File: src/rtl/uart_pkg.sv
// Shared UART definitions: parity mode constants, transmitter FSM encoding and a parity helper.
// The future uart_rx_param imports this package too.
package uart_pkg;

    localparam int PARITY_NONE = 0;
    localparam int PARITY_EVEN = 1;
    localparam int PARITY_ODD  = 2;

    // Widest supported data word; the parity helper works on this width
    localparam int MAX_DATA_BITS = 9;

    typedef enum logic [2:0] {
        ST_IDLE   = 3'd0,
        ST_START  = 3'd1,
        ST_DATA   = 3'd2,
        ST_PARITY = 3'd3,
        ST_STOP   = 3'd4
    } tx_state_e;

    // Zero-extended data does not change the XOR, so narrower words can be passed in
    function automatic logic calc_parity(input int mode, input logic [MAX_DATA_BITS-1:0] data);
        logic p;
        p = ^data;
        return (mode == PARITY_ODD) ? ~p : p;
    endfunction

endpackage

File: src/rtl/uart_tx_fifo.sv
// Small synchronous FIFO buffering words between the producer handshake and the transmitter FSM.
// Pointers wrap naturally because DEPTH is a power of two; the count guards against over/underflow.
module uart_tx_fifo #(
    parameter int DEPTH = 4,
    parameter int WIDTH = 8
) (
    input  logic                     clock,
    input  logic                     reset_n,
    input  logic                     push,
    input  logic                     pop,
    input  logic [WIDTH-1:0]         wr_data,
    output logic [WIDTH-1:0]         rd_data,
    output logic [$clog2(DEPTH):0]   count,
    output logic                     full,
    output logic                     empty
);

    localparam int PTR_W = $clog2(DEPTH);
    localparam int CNT_W = PTR_W + 1;

    logic [WIDTH-1:0] mem [DEPTH];
    logic [PTR_W-1:0] wr_ptr;
    logic [PTR_W-1:0] rd_ptr;
    logic             do_push;
    logic             do_pop;

    assign full    = (count == CNT_W'(DEPTH));
    assign empty   = (count == '0);
    assign do_push = push & ~full;
    assign do_pop  = pop & ~empty;
    assign rd_data = mem[rd_ptr];

    always_ff @(posedge clock) begin
        if (do_push) begin
            mem[wr_ptr] <= wr_data;
        end
    end

    always_ff @(posedge clock or negedge reset_n) begin
        if (!reset_n) begin
            wr_ptr <= '0;
            rd_ptr <= '0;
            count  <= '0;
        end else begin
            if (do_push) begin
                wr_ptr <= wr_ptr + PTR_W'(1);
            end
            if (do_pop) begin
                rd_ptr <= rd_ptr + PTR_W'(1);
            end
            case ({do_push, do_pop})
                2'b10:   count <= count + CNT_W'(1);
                2'b01:   count <= count - CNT_W'(1);
                default: count <= count;
            endcase
        end
    end

endmodule

File: src/rtl/uart_tx_param.sv
// Parametrised UART transmitter with an input FIFO; sends queued words back-to-back with no idle gap.
// o_tx is registered from the current FSM state, so the line trails the state register by one clock.
module uart_tx_param
    import uart_pkg::*;
#(
    parameter int CLKS_PER_BIT = 5208,
    parameter int DATA_BITS    = 8,
    parameter int PARITY_MODE  = 0,
    parameter int STOP_BITS    = 1,
    parameter int FIFO_DEPTH   = 4
) (
    input  logic                          clock,
    input  logic                          i_reset_n,
    input  logic                          i_valid,
    input  logic [DATA_BITS-1:0]          i_data,
    output logic                          o_ready,
    output logic                          o_tx,
    output logic                          o_busy,
    output logic [$clog2(FIFO_DEPTH):0]   o_fifo_cnt
);

    localparam int CNT_W = (CLKS_PER_BIT > 1) ? $clog2(CLKS_PER_BIT) : 1;
    localparam int IDX_W = $clog2(DATA_BITS + 1);

    localparam logic [CNT_W-1:0] CNT_LAST  = CNT_W'(CLKS_PER_BIT - 1);
    localparam logic [IDX_W-1:0] DATA_LAST = IDX_W'(DATA_BITS - 1);
    localparam logic [IDX_W-1:0] STOP_LAST = IDX_W'(STOP_BITS - 1);
    localparam bit               HAS_PAR   = (PARITY_MODE != PARITY_NONE);

    tx_state_e             state;
    tx_state_e             state_next;
    logic [CNT_W-1:0]      bit_cnt;
    logic [CNT_W-1:0]      cnt_next;
    logic [IDX_W-1:0]      bit_idx;
    logic [IDX_W-1:0]      idx_next;
    logic [DATA_BITS-1:0]  shift;
    logic [DATA_BITS-1:0]  shift_next;
    logic                  par_bit;
    logic                  par_next;
    logic                  tx_next;
    logic                  busy_next;
    logic                  bit_end;
    logic                  load_word;

    logic                  fifo_push;
    logic                  fifo_pop;
    logic                  fifo_full;
    logic                  fifo_empty;
    logic [DATA_BITS-1:0]  fifo_head;

    assign o_ready   = ~fifo_full;
    assign fifo_push = i_valid & o_ready;

    uart_tx_fifo #(
        .DEPTH (FIFO_DEPTH),
        .WIDTH (DATA_BITS)
    ) u_fifo (
        .clock   (clock),
        .reset_n (i_reset_n),
        .push    (fifo_push),
        .pop     (fifo_pop),
        .wr_data (i_data),
        .rd_data (fifo_head),
        .count   (o_fifo_cnt),
        .full    (fifo_full),
        .empty   (fifo_empty)
    );

    always_ff @(posedge clock or negedge i_reset_n) begin
        if (!i_reset_n) begin
            state   <= ST_IDLE;
            bit_cnt <= '0;
            bit_idx <= '0;
            shift   <= '0;
            par_bit <= 1'b0;
            o_tx    <= 1'b1;
            o_busy  <= 1'b0;
        end else begin
            state   <= state_next;
            bit_cnt <= cnt_next;
            bit_idx <= idx_next;
            shift   <= shift_next;
            par_bit <= par_next;
            o_tx    <= tx_next;
            o_busy  <= busy_next;
        end
    end

    always_comb begin
        state_next = state;
        cnt_next   = bit_cnt;
        idx_next   = bit_idx;
        shift_next = shift;
        par_next   = par_bit;
        load_word  = 1'b0;
        fifo_pop   = 1'b0;
        bit_end    = (bit_cnt == CNT_LAST);

        case (state)
            ST_IDLE: begin
                if (!fifo_empty) begin
                    load_word = 1'b1;
                end
            end
            ST_START: begin
                if (bit_end) begin
                    cnt_next   = '0;
                    idx_next   = '0;
                    state_next = ST_DATA;
                end else begin
                    cnt_next = bit_cnt + CNT_W'(1);
                end
            end
            ST_DATA: begin
                if (bit_end) begin
                    cnt_next   = '0;
                    shift_next = shift >> 1;
                    if (bit_idx == DATA_LAST) begin
                        idx_next   = '0;
                        state_next = HAS_PAR ? ST_PARITY : ST_STOP;
                    end else begin
                        idx_next = bit_idx + IDX_W'(1);
                    end
                end else begin
                    cnt_next = bit_cnt + CNT_W'(1);
                end
            end
            ST_PARITY: begin
                if (bit_end) begin
                    cnt_next   = '0;
                    idx_next   = '0;
                    state_next = ST_STOP;
                end else begin
                    cnt_next = bit_cnt + CNT_W'(1);
                end
            end
            ST_STOP: begin
                if (bit_end) begin
                    cnt_next = '0;
                    if (bit_idx == STOP_LAST) begin
                        idx_next   = '0;
                        state_next = ST_IDLE;
                        // Chain straight into the next frame so queued words leave with no gap
                        if (!fifo_empty) begin
                            load_word = 1'b1;
                        end
                    end else begin
                        idx_next = bit_idx + IDX_W'(1);
                    end
                end else begin
                    cnt_next = bit_cnt + CNT_W'(1);
                end
            end
            default: begin
                state_next = ST_IDLE;
                cnt_next   = '0;
                idx_next   = '0;
            end
        endcase

        if (load_word) begin
            fifo_pop   = 1'b1;
            shift_next = fifo_head;
            par_next   = calc_parity(PARITY_MODE, MAX_DATA_BITS'(fifo_head));
            cnt_next   = '0;
            idx_next   = '0;
            state_next = ST_START;
        end

        case (state)
            ST_START:  tx_next = 1'b0;
            ST_DATA:   tx_next = shift[0];
            ST_PARITY: tx_next = par_bit;
            default:   tx_next = 1'b1;
        endcase

        busy_next = (state != ST_IDLE) | (o_fifo_cnt != '0);
    end

endmodule

File: config.mk
export PLATFORM = sky130hd
export DESIGN_NAME = uart_tx_param
export DESIGN_NICKNAME = d
export VERILOG_FILES = /design/src/rtl/uart_pkg.sv /design/src/rtl/uart_tx_fifo.sv /design/src/rtl/uart_tx_param.sv
export SDC_FILE = /design/constraint.sdc
export NUM_CORES = 1
export LEC_CHECK = 0
export BUFFER_PORTS_ARGS = -buffer_cell sky130_fd_sc_hd__buf_2
export CAP_MARGIN = 25
export CORE_UTILIZATION = 35
export DETAILED_ROUTE_END_ITERATION = 6
export PLACE_DENSITY = 0.51
export SLEW_MARGIN = 20
export SYNTH_ARGS = -nofsm -noshare
export SYNTH_HDL_FRONTEND = slang
export SYNTH_SLANG_ARGS = --single-unit
File: constraint.sdc
create_clock -name clock -period 2.5 [get_ports clock]
set_input_delay 0.5 -clock clock [delete_from_list [all_inputs] [get_ports clock]]
set_output_delay 0.5 -clock clock [all_outputs]
set_load 0.1 [all_outputs]
[Word level (Yosys, flattened, before mapping)]
Memories as Yosys holds them, arrays and structs flattened.
Index checks and enable logic that the tools add are counted.
Storage, ports and cells
  bits in latches: 0
  logic and storage cells: 84
  memory bits (read-only): 0
  memories kept: 1
  bits of input ports: 11
  bits in writable memories: 32
  bits in registers: 38
Memories
  u_fifo.mem: words 4, bits a word 8, rd ports 1, clocked after Yosys merged registers in 0, write ports 1, line uart_tx_fifo.sv:21  | logic [WIDTH-1:0] mem [DEPTH];
Cells by class
  divide/modulo/power cells: 0
  mux-type cells: 30
  bitwise gates (word level): 6
  reductions and logical operators: 14
  $add $sub $neg: 6
  shifts and indexed selects: 0
  equality and inequality tests: 17
  order comparisons: 0
  multiply operators: 0
Operators by type and width (count)
  two-way mux 13 bit: 2
  one-hot mux 13 bit (2 select lines): 1
  two-way mux 4 bit: 6
  two-way mux 8 bit: 3
  two-way mux 3 bit: 7
  inequality test 3 bit, second input constant: 6
  one-hot mux 4 bit (4 select lines): 1
  one-hot mux 3 bit (5 select lines): 1
  adder 13 x 1 -> 13 bit, second input constant: 1
  == test 13 bit, second input constant: 1
  XOR reduction 9 bit: 1
  AND reduction 7 bit: 1
  == test 3 x 2 -> 1 bit, second input constant: 2
  == test 3 bit, second input constant: 2
  zero test 3 bit: 2
  two-way mux 1 bit: 6
  one-hot mux 3 bit (2 select lines): 1
  nonzero test 2 bit: 3
  nonzero test 3 bit: 2
  adder 2 x 1 -> 2 bit, second input constant: 2
  adder 4 x 1 -> 4 bit, second input constant: 1
  == test 4 x 3 -> 1 bit, second input constant: 1
  zero test 4 bit: 1
  AND reduction 4 bit: 1
  other kinds (15): 18

[Longest topological paths before layout]
Gate-level depths: netlist of the first run.
  word-level depth: 9
  mapped depth: 12
  gate-level depth less buffers: 11

[By module]
A second synthesis of the first run with hierarchy kept.
Second synthesis, totals
  cells, all modules: 265
  area total of the unflattened synthesis: 3360.7 um2
By module, submodules not included
  uart_tx_param: area each 1767.9 um2, cells each 186, sequential area each 777.0 um2, instances 1
  uart_tx_fifo: area each 1592.8 um2, cells each 79, sequential area each 1136.1 um2, instances 1

[Worst setup path after synthesis of the first run]
Ideal clock, no wire load.
  kind: reg2reg
  start point: register u_fifo.count[2]
  end point: register u_fifo.count[2]
  path slack: -1.127 ns
  buffers on the path: 0
  cell stages (with the launch flop): 10
  period minus slack after synthesis: 3.627 ns
  library setup time: 0.163 ns
  arrival time: 3.465 ns
  path through: dfrtp_1 nand3_1 and2_1 inv_1 ha_1 inv_1 fa_1 xor2_1 nor2_1 xor2_1
RTL lines
  from (decl): line uart_tx_fifo.sv:13  | output logic [$clog2(DEPTH):0] count,
  from (signal assigned): line uart_tx_fifo.sv:52  | 2'b10: count <= count + CNT_W'(1);
  from (signal assigned): line uart_tx_fifo.sv:53  | 2'b01: count <= count - CNT_W'(1);
  from (signal assigned): line uart_tx_fifo.sv:54  | default: count <= count;
  == test 3 bit (*): line uart_tx_fifo.sv:27  | assign full = (count == CNT_W'(DEPTH));
  inverter 1 bit (*): line uart_tx_param.sv:51  | assign o_ready = ~fifo_full;
  via o_ready: line uart_tx_param.sv:16  | output logic o_ready,
  AND 1 bit: line uart_tx_param.sv:52  | assign fifo_push = i_valid & o_ready;
  AND 1 bit (*): line uart_tx_fifo.sv:29  | assign do_push = push & ~full;
  == test 2 x 1 -> 1 bit / == test 2 bit (equally long branches): line uart_tx_fifo.sv:51  | case ({do_push, do_pop})
  one-hot mux 3 bit (2 select lines) / nonzero test 2 bit (equally long branches)
Mark *: on every way through the listed nets, which the timed path passes. The rest lies on a longest branch.
A chain may end at the register's enable or synchronous reset.

[Worst setup path after layout of the first run]
  start point: register bit_idx[1]
  end point: register u_fifo.count[2]
On the way
  word-level cells in the longest chain between the ends: 8
RTL lines
  from (decl): line uart_tx_param.sv:34  | logic [IDX_W-1:0] bit_idx;
  from (signal assigned): line uart_tx_param.sv:81  | bit_idx <= idx_next;
  zero test 4 bit (*): line uart_tx_param.sv:140  | if (bit_idx == STOP_LAST) begin
  two-way mux 1 bit (*): line uart_tx_param.sv:140
  two-way mux 1 bit (*): line uart_tx_param.sv:138  | if (bit_end) begin
  one-hot mux 1 bit (2 select lines) (*): line uart_tx_param.sv:99  | case (state)
  two-way mux 1 bit (*): line uart_tx_param.sv:161  | if (load_word) begin
  AND 1 bit (*): line uart_tx_fifo.sv:30  | assign do_pop = pop & ~empty;
  == test 2 x 1 -> 1 bit / == test 2 bit (equally long branches): line uart_tx_fifo.sv:51
  one-hot mux 3 bit (2 select lines) / nonzero test 2 bit (equally long branches)
Mark *: on every way between the ends. The rest lies on a longest branch, timed or not.

==> impl_metrics.csv, run 1 <==
group,metric,value,unit
grt,grt_max_degree,32,
floorplan,core_area,9200,µm²
timing,maxSlewHeadroom,0.535,
job,drv_cap,0,
grt,grt.overflow.total,0,
timing,rsz0062_at_grt,"no",
worst_setup_path,path_buf_inv,2,
worst_setup_path,critPathLaunchType,"flop",
timing,finClkSkew,0.0103,ns
grt,grt_first_pass_wirelength,10.6,mm
power,p_leak,1.50,nW
floorplan,start_util,0.360,
worst_setup_path,r2r-end,"u_fifo.count[2]",
synthesis,synth_top_area_cell,"edfxtp_1",
timing,worst_slack,0.244,ns
power,pwr_density_cell,1230,nW/µm²
synthesis,synth.area.mux_share,0.0787,
worst_setup_path,arrival,2.52,ns
clock_tree,cts_sinks,70,
clock_tree,post-cts-setup-buffers,0,
synthesis,synth_xor_area_frac,0.0371,
timing,post-route-min-period,2.26,ns
grt,grt_pass1_vias,2151,
worst_setup_path,cp_max_fo,4,
clock_tree,root_buffer,"clkbuf_8",
status,outcome,"finished clean",
worst_setup_path,crit_chain,"inv_1, ha_1, nor3b_4, a41oi_2, nor4_4, ha_4, inv_1, fa_2, xor2_1, nor2_1, xor2_1",
worst_hold_path,hold_class,"in -> async",
synthesis,syn-cell-area,3310,µm²
detailed_routing,wire_per_inst,14.9,µm
worst_setup_path,r2r.worst_path.cells,11,
timing,period_share,0.903,
worst_setup_path,critPathKind,"reg -> reg",
timing,hold_violations,0,
clock_tree,cts_tree,"done",
layout,drive_above_1_share,0.243,
synthesis,ys_warn_count,0,
clock_tree,clkTransAtPathRegs,0.09,ns
floorplan,design.portCount,17,
detailed_routing,vias,2061,
floorplan,rows,35,
place,portBuffers,16,
synthesis,avgSynthCellArea,12.6,µm²
synthesis,synth_top_family_by_area,"simple AND/OR/NAND/NOR gates",
floorplan,die_h,99.2,µm
detailed_routing,drc,0,
place,dpl.hpwl,4.20,mm
synthesis,ys_top_cells_by_area,"edfxtp_1 (29%), dfrtp_1 (28%), mux4_2 (5.4%), o21ai_0 (3.8%), ha_1 (3.0%)",
worst_setup_path,cp_slowest_cell,"dfrtp_1",
layout,area_delta_synth_final,14.3,%
detailed_routing,dr.first_iter.drc_count,89,
worst_setup_path,cp-end-kind,"flop",
floorplan,die_w,99.2,µm
detailed_routing,via_per_inst,5.06,
clock_tree,hold_buffers,0,
clock_tree,numCtsBuffers,9,
detailed_routing,wl,6.07,mm
synthesis,ys_seq_elements,70,
detailed_routing,drtPass1Iterations,4,
clock_tree,clock_latency,0.34,ns
timing,fmax,443,MHz
detailed_routing,postRouteAntennaNets,0,
timing,tightest_slew,0.697,ns
worst_setup_path,reg2reg_from,"bit_idx[1]",
synthesis,synthAdderAreaFrac,0.0363,
worst_setup_path,cp_data_required_time,2.76,ns
layout,final_common_cell,"dfrtp_1",
clock_tree,htreeDepth,3,
timing,tns,0,ns
layout,final_cell_mix,"dfrtp_1 (34), edfxtp_1 (32), o21ai_0 (25), nand2_1 (25), buf_2 (16)",
worst_setup_path,reg2reg_slack,0.24,ns
synthesis,yosys.area.top_type_share,0.290,
timing,setup_viol_count_final,0,
synthesis,synth_nets,283,
layout,fillers,877,
floorplan,dieArea,9840,µm²
power,vdd_ir_drop_max,715,µV
place,place.gp.congestion,0.724,
layout,finalNetCount,311,
worst_setup_path,cp_slowest_stage_delay,0.42,ns
synthesis,synth_compound_area_frac,0.0946,
clock_tree,ctsResizeCount,0,
grt,grtUsageTotal,0.140,
clock_tree,clockBufferDepth,2,
grt,antenna_found_initial,0,
power,p_total,4.65,mW
layout,n_antenna_cell,0,
worst_setup_path,path_delay_family,"adder cells",
synthesis,synthCells,263,
synthesis,ys_seq_area_frac,0.578,
synthesis,yosys.area_share.simple,0.137,
place,post-place-ws,0.0852,ns
timing,maxSlewViolCount,0,
synthesis,ys_types,48,
worst register-to-register path, delay by kind of cell (launching register included):
| kind | cells | cell delay [ns] |
|---|---|---|
| flip-flops | 1 | 0.42 |
| XOR/XNOR | 2 | 0.29 |
| AND/OR/NAND/NOR | 3 | 0.56 |
| adder cells (fa/ha/maj) | 3 | 0.66 |
| buffers and inverters | 2 | 0.12 |
| AO/OA/AOI/OAI | 1 | 0.15 |
cells by family (layout without fill, tap and decap cells):
kind of cell               count (synthesis)  after routing
AOI/OAI and AO/OA                         52             52
xor gates and xnor gates                  14             14
adders and majority gates                  9              9
buffers and inverters                     22             55
DFF                                       70             70
muxes                                     16             16
and+or+nand+nor                           80             80
synth_stat cells, drive strengths merged:
master	count
a32oi	1
and3	7
o31ai	2
o22ai	1
a41oi	2
a22o	3
fa	1
dfrtp	37
a21o	2
buf	9
o21a	1
and4bb	3
xor2	3
edfxtp	32
o41ai	1
nor2	6
a21oi	6
nor2b	1
a21boi	1
o21ai	29
nand4	2
or2	3
nor3	9
a31o	1
ha	8
inv	11
nand2	25
clkbuf	2
xnor2	11
nor4	3
and2	3
mux4	8
dfstp	1
or3b	2
nor3b	2
nor4b	1
nand2b	4
mux2i	8
nand3	9
a31oi	2
worst max-delay path by stage:
stage	start	to	slack (ns)	cells past startpoint
floorplan	bit_cnt[1]	u_fifo.count[2]	-0.001	11
global placement	bit_idx[1]	u_fifo.count[2]	0.10	11
detailed placement	bit_idx[1]	u_fifo.count[2]	0.09	11
CTS	bit_idx[1]	u_fifo.count[2]	0.06	11
global route	bit_idx[1]	u_fifo.count[2]	0.003	11
finish	bit_idx[1]	u_fifo.count[2]	0.24	11
per-stage QoR:
| stage | utilization | std cells | hold WS [ns] | instance area [µm²] |
|---|---|---|---|---|
| floorplan | - | 263 | 0.204 | 3370 |
| global placement | 0.391 | 391 | 0.480 | 3590 |
| detailed placement | 0.391 | 391 | 0.479 | 3590 |
| CTS | 0.410 | 407 | 0.226 | 3770 |
| global route | 0.411 | 407 | 0.253 | 3780 |
| finish | 0.411 | 407 | 0.196 | 3780 |
metal layers:
| layer | track usage | vias up | share of wire |
|---|---|---|---|
| met5 | 0 | - | 0 |
| met4 | 0.0509 | 0 | 0.0094 |
| met3 | 0.0323 | 5 | 0.037 |
| met2 | 0.218 | 47 | 0.46 |
| met1 | 0.191 | 982 | 0.50 |
| li1 | - | 1027 | - |
registers in the layout (all words and copies together), names as in the netlist, 2 cells and up:
name and flops:
bit_idx 4, bit_cnt 13, u_fifo.mem 32, u_fifo.wr_ptr 2, state 3, shift 8, u_fifo.rd_ptr 2, u_fifo.count 3
layout make-up:
class                      count  area (µm²)  area share
inverter                      11        41.3      0.0109
timing repair buffer          28         170      0.0450
sequential                    70        1920       0.508
tap                          111         139      0.0367
multi-input combinational    171        1330       0.352
clock buffer                   9         124      0.0328
clock inverter                 7        55.1      0.0146
power breakdown:
part	internal [mW]	total, mW	leakage (nW)	switching (mW)
clock network	0.370	0.830	0.0866	0.460
logic	0.815	2.05	0.644	1.23
registers	1.54	1.77	0.774	0.224
Power figures use the tool's default switching activity.
==> run 2, diff against run 1 <==
--- a/config.mk
+++ b/config.mk
@@ -8,8 +8,10 @@
 export BUFFER_PORTS_ARGS = -buffer_cell sky130_fd_sc_hd__buf_2
 export CAP_MARGIN = 25
 export CORE_UTILIZATION = 35
+export CTS_CLUSTER_SIZE = 28
 export DETAILED_ROUTE_END_ITERATION = 6
 export PLACE_DENSITY = 0.51
+export RECOVER_POWER = 100
 export SLEW_MARGIN = 20
 export SYNTH_ARGS = -nofsm -noshare
 export SYNTH_HDL_FRONTEND = slang
==> run 2 against run 1 <==
The run now ends with max-capacitance violations, max-slew violations left. Register-to-register slack is essentially flat. Clock power is essentially flat. Power shrank 1.0%. Worst hold slack gained 0.22 ns. Cell count is the same. Via count shrank 0.63%. Critical endpoint unchanged. Largest cell class unchanged. Largest power group unchanged. Highest routed layer unchanged.
==> impl_metrics.csv, run 2 (synthesized netlist as in run 1, its figures left out) <==
group,metric,value,unit
floorplan,design.portCount,17,
layout,multi_input_area,1310,µm²
power,p_int,2.70,mW
job,drv_cap,1,
detailed_routing,wl,6.09,mm
grt,grt_pass1_vias,2151,
detailed_routing,met3WireLength,161,µm
timing,rsz0062_at_grt,"no",
clock_tree,cts_sinks,70,
worst_setup_path,reg2reg_from,"bit_idx[1]",
grt,grt.overflow.total,0,
clock_tree,numCtsBuffers,9,
timing,period_share,0.902,
clock_tree,htreeDepth,3,
worst_setup_path,cp-end-kind,"flop",
place,portBuffers,16,
power,power_frac_seq,0.384,
layout,n_antenna_cell,0,
timing,maxSlewViolCount,32,
layout,final_cells,407,
layout,top_register,"u_fifo.mem",
worst_setup_path,critPathLaunchType,"flop",
floorplan,rows,35,
detailed_routing,wire_per_inst,15.0,µm
power,p_total,4.60,mW
power,switching_power,1.90,mW
timing,fmax,443,MHz
detailed_routing,route.met2.wl,2.82,mm
status,violations,"max-capacitance violations, max-slew violations",
detailed_routing,drtPass1Iterations,5,
layout,final_cell_mix,"dfrtp_1 (34), edfxtp_1 (32), o21ai_0 (25), nand2_1 (25), clkbuf_1 (16)",
power,vdd_ir_drop_max,715,µV
grt,antenna_found_initial,0,
worst_hold_path,hp-start,"i_data[2]",
layout,largest_reg_flops,32,
layout,register_area,1920,µm²
detailed_routing,drc,0,
clock_tree,clock_latency,0.34,ns
detailed_routing,met1_length,3.06,mm
timing,maxSlewHeadroom,-0.107,
detailed_routing,top_layer,"met4",
power,power_frac_clock,0.181,
grt,grt_first_pass_wirelength,10.6,mm
status,outcome,"finished, violations left",
worst_setup_path,arrival,2.52,ns
floorplan,die_h,99.2,µm
grt,grt_max_degree,32,
clock_tree,cts_tree,"done",
place,dp.cells,391,
grt,grtUsageTotal,0.140,
layout,finalNetCount,311,
place,place.gp.congestion,0.724,
power,p_leak,1.45,nW
power,switching_share,0.414,
floorplan,die_w,99.2,µm
detailed_routing,vias,2048,
floorplan,start_util,0.360,
power,p_comb_frac,0.435,
worst_setup_path,cp_data_required_time,2.76,ns
timing,setup_viol_count_final,0,
place,dpl.hpwl,4.20,mm
detailed_routing,postRouteAntennaNets,0,
clock_tree,root_buffer,"clkbuf_8",
detailed_routing,dr.first_iter.drc_count,87,
layout,drive_above_1_share,0.182,
worst_setup_path,cp_max_fo,4,
worst_setup_path,critPathKind,"reg -> reg",
layout,final_common_cell,"dfrtp_1",
power,pwr_density_cell,1230,nW/µm²
clock_tree,clkTransAtPathRegs,0.08,ns
worst_hold_path,hold_class,"in -> reg",
worst_setup_path,crit_start,"bit_idx[1]",
clock_tree,clockBufferDepth,2,
timing,finClkSkew,0.0111,ns
detailed_routing,via_per_inst,5.03,
timing,tightest_slew,1.66,ns
layout,top_regs,"u_fifo.mem (32), bit_cnt (13), shift (8)",
timing,hold_violations,0,
timing,post-route-min-period,2.26,ns
layout,area_delta_synth_final,12.8,%
floorplan,dieArea,9840,µm²
floorplan,core_area,9200,µm²
layout,fillers,885,
==> run 2: critical path: stages, from the launching register on <==
cell and delay [ns]:
dfrtp_1 0.42, inv_1 0.07, ha_1 0.15, nor3b_4 0.22, a41oi_2 0.15, nor4_4 0.22
ha_4 0.18, inv_1 0.05, fa_2 0.33, xor2_1 0.14, nor2_1 0.12, xor2_1 0.15
==> run 2: worst paths after layout <==
path / endpoint / slack, ns / depth (start not counted)
worst max register to register: u_fifo.count[2] / 0.24 / 11
worst max-delay path: u_fifo.count[2] / 0.24 / 11
min in group asynchronous: bit_cnt[6] / 0.57 / 1
max in group asynchronous: u_fifo.count[1] / 0.74 / 1
worst min-delay path: u_fifo.mem[3][2] / 0.42 / 1
worst min register to register: bit_cnt[12] / 0.48 / 1
==> run 2: repair_timing <==
item / CTS / global route
resized for setup: 0 / 1
hold buffers: 0 / 0
endpoints found under the setup margin: 0 / 1
buffers inserted: 0 / 0
==> run 2: power groups by stage <==
| stage | clock (mW) | sequential, mW | combinational (mW) |
|---|---|---|---|
| 6_report | 0.832 | 1.77 | 2.00 |
| 3_5_place_dp | 0 | 1.79 | 2.07 |
| 5_1_grt | 0.907 | 1.81 | 2.24 |
| 3_3_place_gp | 0 | 1.79 | 2.05 |
| 4_1_cts | 0.856 | 1.77 | 2.07 |
| 2_1_floorplan | 0 | 1.98 | 1.50 |
==> run 2: metal layers <==
metal	GRT usage	vias up
li1	-	1024
met1	0.191	993
met2	0.218	26
met3	0.0323	5
met4	0.0509	0
met5	0	-
==> run 2: layout make-up <==
class                   instances  share of cell area
flip-flops and latches         70               0.515
multi-input cells             171               0.351
repair buffers                 28              0.0382
well taps                     111              0.0372
clock buffers                   9              0.0332
clock inverters                 7              0.0148
inverters                      11              0.0111
==> run 2: through the flow <==
stage                     utilization  setup TNS, ns  hold WS [ns]  setup slack [ns]  area [µm²]
final                           0.406              0         0.420             0.244        3730
after global placement          0.391              0         0.480             0.104        3590
after floorplan                     -       -0.00124         0.204          -0.00124        3370
after CTS                       0.410              0         0.226            0.0637        3770
after global routing            0.406              0         0.429           0.00552        3730
after detailed placement        0.391              0         0.479            0.0852        3590
==> run 3, diff against run 2 <==
--- a/config.mk
+++ b/config.mk
@@ -7,10 +7,11 @@
 export LEC_CHECK = 0
 export BUFFER_PORTS_ARGS = -buffer_cell sky130_fd_sc_hd__buf_2
 export CAP_MARGIN = 25
-export CORE_UTILIZATION = 35
+export CORE_UTILIZATION = 50
 export CTS_CLUSTER_SIZE = 28
 export DETAILED_ROUTE_END_ITERATION = 6
-export PLACE_DENSITY = 0.51
+export GPL_TIMING_DRIVEN = 0
+export PLACE_DENSITY = 0.69
 export RECOVER_POWER = 100
 export SLEW_MARGIN = 20
 export SYNTH_ARGS = -nofsm -noshare
==> run 3 against run 2 <==
The run ends with negative setup slack left. Clock-buffer cell count is the same. Sequential share of layout area fell by 1.4 points. Sequential power is 2% lower. Die area down 29%. Global-route usage rose by 5.2 points. Core utilization up 20 points. Clock skew fell by 0.0027 ns. Maximum frequency down 10%. Flip-flop and latch count unchanged. Non-clock buffer count up 11. Critical path type unchanged. Highest routed layer unchanged.
==> impl_metrics.csv, run 3 (synthesized netlist as in run 1, its figures left out) <==
group,metric,value,unit
worst_hold_path,hold_class,"in -> async",
worst_setup_path,cp_num_cells,12,
detailed_routing,postRouteAntennaNets,0,
layout,top_regs,"u_fifo.mem (32), bit_cnt (13), shift (8)",
detailed_routing,wire_per_inst,15.7,µm
clock_tree,root_buffer,"clkbuf_8",
clock_tree,cts_sinks,70,
layout,n_antenna_cell,0,
layout,final_cell_mix,"dfrtp_1 (33), edfxtp_1 (32), o21ai_0 (25), nand2_1 (25), clkbuf_1 (15)",
floorplan,rows,29,
worst_setup_path,critPathKind,"reg -> reg",
timing,post-route-min-period,2.51,ns
timing,hold_violations,0,
place,portBuffers,16,
floorplan,design.portCount,17,
layout,top_register,"u_fifo.mem",
worst_setup_path,cp_data_required_time,2.76,ns
grt,grtUsageTotal,0.192,
detailed_routing,via_per_inst,5.53,
timing,finClkSkew,0.00846,ns
status,outcome,"finished, violations left",
job,drv_cap,0,
worst_setup_path,cp_max_fo,2,
place,dpl.hpwl,4.03,mm
detailed_routing,vias,2123,
detailed_routing,drtPass1Iterations,4,
floorplan,start_util,0.518,
floorplan,dieArea,6950,µm²
timing,tightest_slew,1.16,ns
timing,period_share,1.00,
clock_tree,cts_tree,"done",
worst_setup_path,arrival,2.77,ns
worst_setup_path,path_buf_inv,3,
status,violations,"negative setup slack",
detailed_routing,drc,0,
timing,holdWs,0.262,ns
grt,grt.overflow.total,0,
clock_tree,clockBufferDepth,2,
place,post-place-ws,-0.290,ns
floorplan,die_h,83.3,µm
timing,fmax,399,MHz
timing,maxSlewHeadroom,0.229,
worst_setup_path,r2r.worst_path.cells,12,
worst_setup_path,reg2reg_slack,-0.005,ns
power,vdd_ir_drop_max,719,µV
place,dp.cells,356,
timing,worst_slack,-0.00550,ns
clock_tree,numCtsBuffers,9,
layout,area_delta_synth_final,16.1,%
worst_setup_path,critPathLaunchType,"flop",
detailed_routing,wl,6.01,mm
floorplan,die_w,83.3,µm
place,place.gp.congestion,0.864,
clock_tree,hold_buffers,0,
timing,maxSlewViolCount,0,
layout,final_common_cell,"dfrtp_1",
clock_tree,clkTransAtPathRegs,0.08,ns
grt,grt_first_pass_wirelength,10.3,mm
floorplan,core_area,6390,µm²
worst_setup_path,path_delay_family,"simple AND/OR/NAND/NOR gates",
layout,finalNetCount,322,
layout,final_cells,384,
layout,drive_above_1_share,0.235,
grt,antenna_found_initial,0,
layout,largest_reg_flops,32,
worst_setup_path,cp-end-kind,"flop",
worst_setup_path,cp_slowest_cell,"dfrtp_1",
power,pwr_density_cell,1280,nW/µm²
clock_tree,htreeDepth,3,
grt,grt_max_degree,39,
timing,setup_viol_count_final,1,
timing,rsz0062_at_grt,"yes",
detailed_routing,dr.first_iter.drc_count,108,
power,p_leak,1.53,nW
grt,grt_pass1_vias,2153,
worst_setup_path,crit_chain,"inv_2, ha_4, nor3b_4, a41oi_2, nor4_4, buf_6, ha_4, inv_2, fa_2, xor2_1, nor2_1, xor2_1",
worst_setup_path,cp_slowest_stage_delay,0.41,ns
clock_tree,clock_latency,0.34,ns
==> run 3: changes by cell type in the layout (fill, tap and decap cells not counted), sizes merged <==
cell	delta
clkinvlp	-1
buf	+11
inv	-1
bufinv	+1
clkinv	+1
==> run 3: final cells by class <==
| type | count | area (µm²) |
|---|---|---|
| Buffer | 11 | 86.3 |
| Clock buffer | 9 | 124 |
| Clock inverter | 7 | 82.6 |
| Fill cell | 545 | 2540 |
| Inverter | 11 | 41.3 |
| Multi-Input combinational cell | 171 | 1330 |
| Sequential cell | 70 | 1920 |
| Tap cell | 77 | 96.3 |
| Timing Repair Buffer | 28 | 154 |
==> run 3: timing repair <==
item	4_1_cts	5_1_grt
pin swaps	2	8
endpoints found under the setup margin	2	2
cloned	0	0
gates resized for setup	2	6
setup buffers	6	6
==> run 3: where the power goes <==
| part | internal, mW | leakage (nW) | total, mW | switching [mW] |
|---|---|---|---|---|
| sequential | 1.55 | 0.772 | 1.73 | 0.185 |
| combinational | 0.931 | 0.658 | 2.24 | 1.31 |
| clock | 0.476 | 0.103 | 0.945 | 0.469 |
| total | 2.95 | 1.53 | 4.91 | 1.96 |
==> run 3: routing by layer <==
| metal | vias up | part of all wire | GRT usage |
|---|---|---|---|
| met5 | - | 0 | 0 |
| met4 | 0 | 0.014 | 0.0799 |
| met3 | 10 | 0.032 | 0.0358 |
| met2 | 32 | 0.48 | 0.300 |
| met1 | 1037 | 0.47 | 0.266 |
| li1 | 1044 | - | - |
==> run 3: path summary, 6_finish.rpt <==
path                                         end         from
max in group asynchronous        u_fifo.count[0]    i_reset_n
worst min-delay path                      o_busy    i_reset_n
worst min register to register       bit_cnt[12]  bit_cnt[12]
min in group clock              u_fifo.mem[1][6]    i_data[6]
worst max-delay path             u_fifo.count[2]   bit_idx[0]
worst max register to register   u_fifo.count[2]   bit_idx[0]
==> run 3: through the flow <==
stage | TNS (ns) | power [mW] | area [µm²] | util
floorplan | -0.00124 | 3.47 | 3370 | -
global placement | -0.421 | 3.85 | 3550 | 0.556
detailed placement | -0.466 | 3.91 | 3550 | 0.556
CTS | 0 | 4.92 | 3810 | 0.597
global route | -0.297 | 5.27 | 3840 | 0.601
finish | -0.00550 | 4.91 | 3840 | 0.601
